`config.mk`:
```
export PLATFORM = sky130hd
export DESIGN_NAME = sr_pulse_driver
export DESIGN_NICKNAME = d
export VERILOG_FILES = /design/src/rtl/sr_drv_pkg.sv /design/src/rtl/sr_pulse_driver_btn_debounce.sv /design/src/rtl/sr_pulse_driver.sv
export SDC_FILE = /design/constraint.sdc
export NUM_CORES = 1
export LEC_CHECK = 0
export CAP_MARGIN = 20
export CORE_AREA = 3 3 53 55
export DETAILED_ROUTE_END_ITERATION = 7
export DIE_AREA = 0 0 56 58
export MAX_ROUTING_LAYER = met4
export PLACE_DENSITY = 0.81
export SLEW_MARGIN = 30
export SYNTH_ARGS = -nofsm -noshare
export SYNTH_HDL_FRONTEND = slang
export SYNTH_HIERARCHICAL = 1
export SYNTH_SLANG_ARGS = --single-unit
```
`constraint.sdc`:
```
create_clock -name clk -period 2.8 [get_ports clk]
set_input_delay 0.28 -clock clk [delete_from_list [all_inputs] [get_ports clk]]
set_output_delay 0.28 -clock clk [all_outputs]
set_load 0.03 [all_outputs]
```
`src/rtl/sr_drv_pkg.sv`:
```
// Shared types and constants for the set/reset latch pulse driver.
// Holds FSM state encodings, default timing and a width helper.
package sr_drv_pkg;

    typedef enum logic [1:0] {
        IDLE,
        SET_P,
        RST_P,
        GAP
    } state_t;

    localparam int DEF_DEB_CYCLES   = 16;
    localparam int DEF_PULSE_CYCLES = 4;
    localparam int DEF_GAP_CYCLES   = 2;

    function automatic int clog2(input int value);
        int r;
        r = 0;
        for (int i = 0; i < 31; i++) begin
            if ((1 << i) < value) r = i + 1;
        end
        return r;
    endfunction

endpackage

```
`src/rtl/sr_pulse_driver_btn_debounce.sv`:
```
// Button conditioner: 2-flop synchroniser, debounce counter, press strobe.
// rise is combinational so the request lands with the level update.
module btn_debounce
    import sr_drv_pkg::*;
#(
    parameter int DEB_CYCLES = DEF_DEB_CYCLES
) (
    input  logic clk,
    input  logic rst,
    input  logic btn,
    output logic rise
);

    localparam int CW = clog2(DEB_CYCLES + 1);
    localparam logic [CW-1:0] LIMIT = CW'(DEB_CYCLES);

    logic [1:0]    sync;
    logic [CW-1:0] cnt;
    logic          level;

    assign rise = sync[1] && !level && (cnt == LIMIT);

    always_ff @(posedge clk or posedge rst) begin
        if (rst) begin
            sync  <= 2'b00;
            cnt   <= '0;
            level <= 1'b0;
        end else begin
            sync <= {sync[0], btn};
            if (sync[1] == level) begin
                cnt <= '0;
            end else if (cnt == LIMIT) begin
                level <= sync[1];
                cnt   <= '0;
            end else begin
                cnt <= cnt + 1'b1;
            end
        end
    end

endmodule

```
`src/rtl/sr_pulse_driver.sv`:
```
// One-shot active-low pulse sequencer feeding a NAND set/reset latch.
// Debounced presses queue as pending flags; FSM issues pulses with dead-time.
module sr_pulse_driver
    import sr_drv_pkg::*;
#(
    parameter int DEB_CYCLES   = DEF_DEB_CYCLES,
    parameter int PULSE_CYCLES = DEF_PULSE_CYCLES,
    parameter int GAP_CYCLES   = DEF_GAP_CYCLES
) (
    input  logic clk,
    input  logic rst,
    input  logic set_btn,
    input  logic reset_btn,
    output logic s_n,
    output logic r_n,
    output logic busy,
    output logic conflict
);

    localparam int LONGEST = (PULSE_CYCLES > GAP_CYCLES) ? PULSE_CYCLES : GAP_CYCLES;
    localparam int CW = clog2(LONGEST + 1);
    localparam logic [CW-1:0] P_LAST = CW'(PULSE_CYCLES - 1);
    localparam logic [CW-1:0] G_LAST = CW'(GAP_CYCLES - 1);

    state_t        state;
    logic [CW-1:0] cnt;
    logic          pend_s;
    logic          pend_r;
    logic          first_r;

    logic set_rise;
    logic reset_rise;
    logic set_new;
    logic rst_new;
    logic both;
    logic go;
    logic pick_r;
    logic take_s;
    logic take_r;
    logic kept_s;
    logic kept_r;

    btn_debounce #(.DEB_CYCLES(DEB_CYCLES)) u_set_deb (
        .clk  (clk),
        .rst  (rst),
        .btn  (set_btn),
        .rise (set_rise)
    );

    btn_debounce #(.DEB_CYCLES(DEB_CYCLES)) u_rst_deb (
        .clk  (clk),
        .rst  (rst),
        .btn  (reset_btn),
        .rise (reset_rise)
    );

    assign both    = set_rise & reset_rise;
    assign set_new = set_rise & ~reset_rise;
    assign rst_new = reset_rise & ~set_rise;

    // Older request wins when both are waiting at a service point
    assign go     = (state == IDLE) || ((state == GAP) && (cnt == G_LAST));
    assign pick_r = pend_r & (~pend_s | first_r);
    assign take_r = go & pick_r;
    assign take_s = go & pend_s & ~pick_r;
    assign kept_s = pend_s & ~take_s;
    assign kept_r = pend_r & ~take_r;

    always_ff @(posedge clk or posedge rst) begin
        if (rst) begin
            state    <= IDLE;
            cnt      <= '0;
            s_n      <= 1'b1;
            r_n      <= 1'b1;
            busy     <= 1'b0;
            conflict <= 1'b0;
            pend_s   <= 1'b0;
            pend_r   <= 1'b0;
            first_r  <= 1'b0;
        end else begin
            conflict <= both;
            pend_s   <= kept_s | set_new;
            pend_r   <= kept_r | rst_new;
            if (set_new && !kept_r) begin
                first_r <= 1'b0;
            end else if (rst_new && !kept_s) begin
                first_r <= 1'b1;
            end

            unique case (state)
                IDLE, GAP: begin
                    if (state == GAP && cnt != G_LAST) begin
                        cnt <= cnt + 1'b1;
                    end else if (take_s) begin
                        state <= SET_P;
                        s_n   <= 1'b0;
                        busy  <= 1'b1;
                        cnt   <= '0;
                    end else if (take_r) begin
                        state <= RST_P;
                        r_n   <= 1'b0;
                        busy  <= 1'b1;
                        cnt   <= '0;
                    end else begin
                        state <= IDLE;
                        busy  <= 1'b0;
                        cnt   <= '0;
                    end
                end
                SET_P: begin
                    if (cnt == P_LAST) begin
                        state <= GAP;
                        s_n   <= 1'b1;
                        cnt   <= '0;
                    end else begin
                        cnt <= cnt + 1'b1;
                    end
                end
                RST_P: begin
                    if (cnt == P_LAST) begin
                        state <= GAP;
                        r_n   <= 1'b1;
                        cnt   <= '0;
                    end else begin
                        cnt <= cnt + 1'b1;
                    end
                end
            endcase
        end
    end

endmodule
```
==> impl_metrics.tcl <==
set metrics [dict create \
    hold_class "in -> async" \
    skew_ps 17.15 \
    final.setup.worst_slack_ps 973.9 \
    endpoint_arrival_time_on_the_critical_path_ps 1550 \
    clkTransAtPathRegs_ps 160 \
    design.portCount 8 \
    first_pass_grt_wire_length_mm 3.870 \
    synth-adder-area-share 0.1258 \
    coreArea_sq_mm 0.002432 \
    cts_hold_repair.buffers 0 \
    initial_utilization 0.5725 \
    drtAntennaViolNets 0 \
    drive_gt1_frac 0.09859 \
    die_w_um 56 \
    layout.cells.most_common_list "dfrtp_1, inv_1, ha_1" \
    fin_crit_sh 0.6522 \
    critPathCaptureType "primary output" \
    syn_avg_cell_area_sq_um 10.55 \
    cts_tree "yes" \
    area_delta_synth_final_pct 11.23 \
    unrepaired_setup_endpoints_after_global_routing "no" \
    timing_hold_violations_final 0 \
    cts_max_path_buffers 2 \
    insertion_delay_of_the_later_clocked_pin_in_the_worst_skew_pair_ps 330 \
    final_common_cell "dfrtp_1" \
    groute.usage.overall 0.1547 \
    drc_errors 0 \
    slew_violations 0 \
    place_congestion 0.7821 \
    tightest_slew_ps 451.0 \
    synthMuxAreaShare 0.007188 \
    port-buffer-count 7 \
    vias_per_cell 5.430 \
    worst_path_max_delay_cell "clkdlybuf4s50_1" \
    setup_viol 0 \
    max_clock_freq_ghz 0.5476 \
    placement_rows 18 \
    status "finished, final reports clean" \
    timing.critical_path.buf_inv 1 \
    synth-seq-area-share 0.5049 \
    number_of_flops_mapped_to_enable_cells_by_yosys 0 \
    detailedPlace.worstSlack_ps 1147 \
    detail_route.wl_per_cell_um 13.09 \
    ir_worst_vdd_mv 0.5196 \
    clock_root_buffer_master "clkbuf_4" \
    postCtsResizedCells 0 \
    slowest_delay_ps 660 \
    synth_compound_gate_area_share 0.1258 \
    path_class "reg -> out" \
    design_area_sq_mm 0.001549 \
    fillCellCount 210 \
    largest_net_degree_at_the_start_of_global_routing 17 \
    vias 934 \
    yosys.area_share.simple 0.1456 \
    grt_antenna_before_repair 0 \
    required_ps 2520 \
    die_h_um 58 \
    leakagePower_uw 0.0007212 \
    cts_made_buffers 3 \
    postSynth.topFlopCell "dfrtp_1" \
    drt_pass1_iterations 4 \
    fraction_of_synthesized_cell_area_in_xor_and_xnor_cells 0.03145 \
    cts_sinks 28 \
    post_synth_num_cell_types 36 \
    cp_cell_sequence "clkdlybuf4s50_1" \
    antennaDiodeCount 0 \
    total_die_area_sq_mm 0.003248 \
    type_of_origin_of_the_critical_path "flip-flop" \
    dpl-instance-area_sq_mm 0.001496 \
    postRouteWirelength_mm 2.252 \
    postCtsSetupBuffers 0 \
    setup-tns-final_ps 0 \
    detailedRoute.firstIterationViolations 12 \
    first_global_vias 896 \
    finalWorstPathRequiredPeriod_ps 1826 \
    place.detailed.hpwl_mm 1.812 \
    synth.cell_area_sq_mm 0.001393 \
    postSynthRegisterBits 28 \
    grt_overflow 0 \
    fin_nets 161 \
    design_power_total_uw 1051 \
    max_slew_margin 0.6990 \
    power-per-cell-area_mw_per_mm2 678.4 \
    synth_top_family_by_area "simple AND/OR/NAND/NOR gates" \
    postSynthCellCount 132 \
    worst-path-max-fanout 3 \
    async_reset_ff_frac 1.000 \
    ctsHtreeMaxLevel 1 \
    cpLargestDelayFamily "buffers and inverters" \
    net_count_synth 150 \
    number_of_violations_of_the_max_capacitance_limit 0 \
    synth.yosys.warnings 6 \
]
## cell type report
class,count,area [sq um],area share
Timing Repair Buffer,7,70.07,0.04523
Sequential cell,28,703.2,0.4540
Clock inverter,1,30.03,0.01939
Inverter,21,78.83,0.05089
Clock buffer,3,22.52,0.01454
Multi-Input combinational cell,82,606.8,0.3918
Tap cell,30,37.54,0.02423
## path summary, 6_finish.rpt
| kind | depth (start not counted) | to | from | slack [ps] |
|---|---|---|---|---|
| max | 1 | r_n | r_n | 970 |
| min | 2 | u_set_deb/cnt[0] | rst | 240 |
| max reg2reg | 4 | r_n | state[0] | 1100 |
| min reg2reg | 0 | u_set_deb/sync[1] | u_set_deb/sync[0] | 380 |
| max in group asynchronous | 2 | r_n | rst | 2140 |
| min in group clk | 1 | u_rst_deb/sync[0] | reset_btn | 370 |
## cell families (layout without fill, tap and decap cells)
family | count (synthesis) | in the layout
xor+xnor | 5 | 5
simple gates | 37 | 37
flops | 28 | 28
compound gates | 25 | 25
mux | 1 | 1
fa+ha+maj | 14 | 14
buf+inv | 22 | 32
## power breakdown
part / total, uW / switching (uW) / internal, uW
sequential: 479 / 32.7 / 447
combinational: 307 / 176 / 131
clock: 264 / 119 / 145
total: 1050 / 328 / 722
## registers in the layout (all words and copies together), names as in the netlist, 2 cells and up
register	cells
u_rst_deb/cnt	5
state	2
u_set_deb/cnt	5
u_set_deb/sync	2
u_rst_deb/sync	2
cnt	3
## through the flow
step                hold WS, ps  utilization  cells
floorplan                 95.66            -    132
global placement          333.9       0.6152    168
detailed placement        340.2       0.6152    168
CTS                       241.8       0.6368    172
global route              250.6       0.6368    172
finish                    235.4       0.6368    172
## synth_stat cells, types with 3 or more instances
library cell,number,area (sq um)
nor3_1,4,20.02
a21oi_1,7,35.03
nand3_1,3,15.01
ha_1,14,175.2
dfrtp_1,26,650.6
nor2_1,12,45.04
nand2_1,6,22.52
inv_1,21,78.83
o21ai_0,4,20.02
xor2_1,3,26.28
## routing by layer
metal	vias to the layer above	part of all wire	GRT usage
met5	-	0	-
met4	0	0.0053	0.05763
met3	2	0.022	0.02004
met2	7	0.51	0.2688
met1	459	0.47	0.1847
li1	466	-	-
(Power assumes the default switching activity.)
==> RTL change 1: new RTL, config.mk and constraints unchanged <==
Change the package constant `DEF_GAP_CYCLES` from 2 to 1.
--- a/src/rtl/sr_drv_pkg.sv
+++ b/src/rtl/sr_drv_pkg.sv
@@ -12,5 +12,5 @@
     localparam int DEF_DEB_CYCLES   = 16;
     localparam int DEF_PULSE_CYCLES = 4;
-    localparam int DEF_GAP_CYCLES   = 2;
+    localparam int DEF_GAP_CYCLES   = 1;
 
     function automatic int clog2(input int value);
Check against the original RTL: no difference found for any inputs over 10 cycles, from zero or initial values and one cycle with rst high; that may be too few to reach the edited logic, so the function may still have changed.
==> RTL change 1 against the original RTL <==
Wire length grew 3.7%; clock skew shrank 0.015 ns; synthesized cell count grew 1.5%; core utilization grew 0.57 points; synthesized area grew 0.99%; maximum frequency shrank 0.99%; cell count grew 1.2%; sequential cell count is the same; worst setup slack lost 0.018 ns; global-route usage grew 0.88 points; register-to-register slack gained 0.03 ns; total power grew 1.5%; design area grew 0.89%; critical path type unchanged; largest power group unchanged.
==> RTL change 1: results (changes against the original RTL) <==
<table>
<tr><th>Metric</th><th>Value</th></tr>
<tr><th colspan="2">Outcome</th></tr>
<tr><td>Status</td><td>completed</td></tr>
<tr><th colspan="2">Yosys</th></tr>
<tr><td>Fraction of synthesized cell area in xor and xnor cells</td><td>3.11% (-0.031 points)</td></tr>
<tr><td>Most common library cells after synthesis</td><td>sky130_fd_sc_hd__dfrtp_1 (26), sky130_fd_sc_hd__inv_1 (20), sky130_fd_sc_hd__ha_1 (14)</td></tr>
<tr><td>Synth Area in Compound Gates</td><td>12.3% (-0.30 points)</td></tr>
<tr><td>Net count after synthesis</td><td>152 (+1.3%)</td></tr>
<tr><td>Sequential share of the synthesized area</td><td>50.0% (-0.49 points)</td></tr>
<tr><td>Adder and majority gate portion of the synthesized area</td><td>12.5% (-0.12 points)</td></tr>
<tr><td>Multiplexer share of the synthesized area</td><td>0% (-0.72 points)</td></tr>
<tr><td>Unique masters post-synth</td><td>31 (-14%)</td></tr>
<tr><td>Cell count after synthesis</td><td>134 (+1.5%)</td></tr>
<tr><td>Largest cells by area after synthesis</td><td>sky130_fd_sc_hd__dfrtp_1 (46%), sky130_fd_sc_hd__ha_1 (12%), sky130_fd_sc_hd__inv_1 (5.3%), sky130_fd_sc_hd__dfstp_2 (3.7%), sky130_fd_sc_hd__nor2_1 (3.5%)</td></tr>
<tr><th colspan="2">Drt</th></tr>
<tr><td>Detail-routed via count per cell</td><td>5.44 (+0.12%)</td></tr>
<tr><td>Routed wire length per instance</td><td>13.4 um (+2.5%)</td></tr>
<tr><td>Number of DRC violations after detailed-routing iteration 0</td><td>21 (+9)</td></tr>
<tr><td>Drt total wl</td><td>2340 um (+3.7%)</td></tr>
<tr><th colspan="2">Global routing</th></tr>
<tr><td>Wire length of the first global-routing pass</td><td>4040 um (+4.5%)</td></tr>
<tr><td>Via count of the first global-routing pass</td><td>988 (+10%)</td></tr>
<tr><th colspan="2">Placement</th></tr>
<tr><td>Placed instance area</td><td>1510 um2 (+0.92%)</td></tr>
<tr><td>Final RePlAce weighted congestion</td><td>0.781 (-0.10%)</td></tr>
<tr><td>Instance count after placement with tap cells included</td><td>170 (+1.2%)</td></tr>
<tr><td>Detailed-placement wirelength estimate</td><td>1770 um (-2.6%)</td></tr>
<tr><th colspan="2">Power</th></tr>
<tr><td>Peak supply drop</td><td>0.513 mV (-1.3%)</td></tr>
<tr><th colspan="2">STA</th></tr>
<tr><td>Largest clock skew in the final design</td><td>0.00185 ns (-0.0153 ns)</td></tr>
<tr><td>Hold Slack</td><td>0.243 ns (+0.00779 ns)</td></tr>
<tr><th colspan="2">Worst setup path</th></tr>
<tr><td>R2r setup slk</td><td>1.13 ns (+0.03 ns)</td></tr>
<tr><td>Capturing point of the worst reg2reg path</td><td>state[1]</td></tr>
<tr><th colspan="2">Cells and area</th></tr>
<tr><td>Fin nets</td><td>163 (+1.2%)</td></tr>
</table>
==> RTL change 1: area by class of cell <==
| type | count | area, um2 | share of cell area [%] |
|---|---|---|---|
| timing repair buffer | 7 | 70.1 | 4.48 |
| clock buffer | 3 | 22.5 | 1.44 |
| multi-input combinational | 85 | 624 | 40.0 |
| clock inverter | 1 | 30.0 | 1.92 |
| inverter | 20 | 75.1 | 4.80 |
| sequential | 28 | 703 | 45.0 |
| tap | 30 | 37.5 | 2.40 |
==> RTL change 1: worst max-delay path by stage <==
| stage | slack (ns) | from | cells past startpoint | end |
|---|---|---|---|---|
| floorplan | 1.33 | state[0] | 7 | state[1] |
| global placement | 1.27 | state[0] | 5 | s_n |
| detailed placement | 1.23 | state[0] | 5 | s_n |
| CTS | 0.94 | s_n | 1 | s_n |
| global route | 0.92 | s_n | 1 | s_n |
| finish | 0.96 | r_n | 1 | r_n |
==> RTL change 1: logic make-up (layout without fill, tap and decap cells) <==
group,count (synthesis),in the layout
AO/OA/AOI/OAI,24,24
adder cells (fa/ha/maj),14,14
flip-flops,28,28
buffers and inverters,21,31
XOR/XNOR,5,5
AND/OR/NAND/NOR,42,42
==> RTL change 1: metal layers <==
layer | vias up | GRT usage, % | wire length (um) | part of all wire [%]
li1 | 465 | - | - | -
met1 | 458 | 18.0 | 980 | 42
met2 | 19 | 29.0 | 1260 | 54
met3 | 4 | 2.00 | 63 | 2.7
met4 | 0 | 8.47 | 34 | 1.5
met5 | - | - | 0 | 0
==> RTL change 1: power breakdown <==
group	total [uW]	internal (uW)	switching (uW)
combinational	328	124	203
sequential	478	444	33.5
clock	261	145	116
==> RTL change 2: new RTL, same flow settings <==
Made on the original files. Register the output `conflict` once more; this adds one clock of latency there. The other outputs are not delayed to match.
--- a/src/rtl/sr_pulse_driver.sv
+++ b/src/rtl/sr_pulse_driver.sv
@@ -22,4 +22,6 @@
     localparam logic [CW-1:0] P_LAST = CW'(PULSE_CYCLES - 1);
     localparam logic [CW-1:0] G_LAST = CW'(GAP_CYCLES - 1);
+
+    logic conflict_s0;
 
     state_t        state;
@@ -74,10 +76,10 @@
             r_n      <= 1'b1;
             busy     <= 1'b0;
-            conflict <= 1'b0;
+            conflict_s0 <= 1'b0;
             pend_s   <= 1'b0;
             pend_r   <= 1'b0;
             first_r  <= 1'b0;
         end else begin
-            conflict <= both;
+            conflict_s0 <= both;
             pend_s   <= kept_s | set_new;
             pend_r   <= kept_r | rst_new;
@@ -130,3 +132,7 @@
     end
 
+    always_ff @(posedge clk) begin
+        conflict <= conflict_s0;
+    end
+
 endmodule
Formal check against the unedited RTL: same outputs for any inputs over 10 cycles, from zero or initial values and one cycle with rst high; that may be too few to reach the edited logic, so the function may still have changed.
==> RTL change 2 against the original RTL <==
Global-route usage is 1.5 points higher; maximum frequency is 0.14% lower; worst hold slack better by 0.0050 ns; sequential cell count is 1 higher; design area is 4.5% higher; total power is 10% higher; combinational power is 2% higher; wire length is 1.0% higher; synthesized area is 2.8% higher; cell count is 2.3% higher; worst setup slack worse by 0.0025 ns; critical path type unchanged; largest power group unchanged.
==> RTL change 2: results (changes against the original RTL) <==
<table>
<tr><th>Metric</th><th>Value</th></tr>
<tr><th colspan="2">Outcome</th></tr>
<tr><td>Status</td><td>completed</td></tr>
<tr><th colspan="2">Yosys</th></tr>
<tr><td>Sequential share of the synthesized area</td><td>50.5% (about the same)</td></tr>
<tr><td>Synthesized area divided by synthesized cell count</td><td>10.8 um2 (+2.8%)</td></tr>
<tr><td>Largest cells by area after synthesis</td><td>sky130_fd_sc_hd__dfrtp_1 (45%), sky130_fd_sc_hd__ha_1 (12%), sky130_fd_sc_hd__inv_1 (4.7%), sky130_fd_sc_hd__dfstp_2 (3.7%), sky130_fd_sc_hd__a21oi_1 (3.5%)</td></tr>
<tr><td>Proportion of synthesized flip-flops having asynchronous set or reset</td><td>96.6% (-3.4 points)</td></tr>
<tr><td>Most common library cells after synthesis</td><td>sky130_fd_sc_hd__dfrtp_1 (26), sky130_fd_sc_hd__inv_1 (18), sky130_fd_sc_hd__ha_1 (14)</td></tr>
<tr><td>Unique masters post-synth</td><td>37 (+2.8%)</td></tr>
<tr><th colspan="2">CTS</th></tr>
<tr><td>TritonCTS Buffers</td><td>5 (+2)</td></tr>
<tr><td>Maximum level of the CTS H-tree</td><td>2 (+1)</td></tr>
<tr><td>Clk pin slew, worst setup/hold paths</td><td>0.10 ns (-0.06 ns)</td></tr>
<tr><th colspan="2">Global routing</th></tr>
<tr><td>Global Route met3 Usage</td><td>6.68% (+4.7 points)</td></tr>
<tr><td>Via count of the first global-routing pass</td><td>1026 (+15%)</td></tr>
<tr><td>GR Util met1</td><td>17.8% (-0.63 points)</td></tr>
<tr><td>Overall fraction of global-route tracks in use</td><td>16.9% (+1.5 points)</td></tr>
<tr><td>Met2 usage in global routing</td><td>28.0% (+1.2 points)</td></tr>
<tr><th colspan="2">Cells and area</th></tr>
<tr><td>Fin nets</td><td>163 (+1.2%)</td></tr>
<tr><td>Count of placed standard cells in the final layout, fillers left out</td><td>176 (+2.3%)</td></tr>
<tr><td>Share of post-route cells with drive strength above 1</td><td>14.4% (+4.5 points)</td></tr>
<tr><th colspan="2">Placement</th></tr>
<tr><td>Setup WS pre-CTS</td><td>1.21 ns (+0.0650 ns)</td></tr>
<tr><td>Detailed-placement wirelength estimate</td><td>1760 um (-3.1%)</td></tr>
<tr><th colspan="2">Power</th></tr>
<tr><td>Peak supply drop</td><td>0.541 mV (+4.2%)</td></tr>
<tr><td>P_leak</td><td>0.000742 uW (+2.9%)</td></tr>
<tr><th colspan="2">Drt</th></tr>
<tr><td>Routed wire length per instance</td><td>12.9 um (-1.3%)</td></tr>
<tr><td>Number of DRC violations after detailed-routing iteration 0</td><td>11 (-1)</td></tr>
<tr><th colspan="2">STA</th></tr>
<tr><td>Rel. slew slack</td><td>68.9% (-1.0 points)</td></tr>
</table>
-- RTL change 2: cell types whose count changed after synthesis, sizes merged, moves of 2 or more --
cell and delta:
a21oi +2, inv -2, nor4b +2, o21ai -2
-- RTL change 2: area by class of cell --
| cell class | count | area [um2] |
|---|---|---|
| fill | 173 | 813 |
| timing repair buffer | 7 | 70.1 |
| multi-input combinational | 83 | 632 |
| sequential | 29 | 723 |
| clock buffer | 7 | 55.1 |
| inverter | 19 | 71.3 |
| clock inverter | 1 | 30.0 |
| tap | 30 | 37.5 |
-- RTL change 2: stage by stage --
stage / area (um2) / hold slack, ns
after global routing: 1620 / 0.253
after CTS: 1620 / 0.240
after global placement: 1530 / 0.328
final: 1620 / 0.240
after floorplan: 1430 / 0.0957
after detailed placement: 1530 / 0.329
-- RTL change 2: path summary, 6_finish.rpt --
check	start	endpoint	slack, ns	cells past startpoint
worst max-delay path	r_n	r_n	0.97	1
worst min register to register	conflict_s0	conflict	0.35	0
worst min-delay path	rst	u_rst_deb/level	0.24	2
max in group asynchronous	rst	s_n	2.15	2
worst max register to register	u_rst_deb/cnt[0]	first_r	1.22	5
min in group clk	conflict_s0	conflict	0.35	0
-- RTL change 2: layer usage --
metal	wire length [um]	part of all wire (%)
met4	31	1.4
met1	999	44
met3	101	4.4
met5	0	0
met2	1140	50
-- RTL change 2: power by group --
part	switching (uW)	internal, uW	total (uW)
Combinational	191	123	314
Sequential	33.3	460	493
Clock	139	213	353
Total	363	796	1160
-- RTL change 2: cell families (layout without fill, tap and decap cells) --
group | after synthesis | in the layout | share of synthesized area, %
flops | 29 | 29 | 50.5
xor+xnor | 5 | 5 | 3.06
fa+ha+maj | 14 | 14 | 12.2
buf+inv | 20 | 34 | 5.33
compound gates | 25 | 25 | 12.2
simple gates | 39 | 39 | 16.6
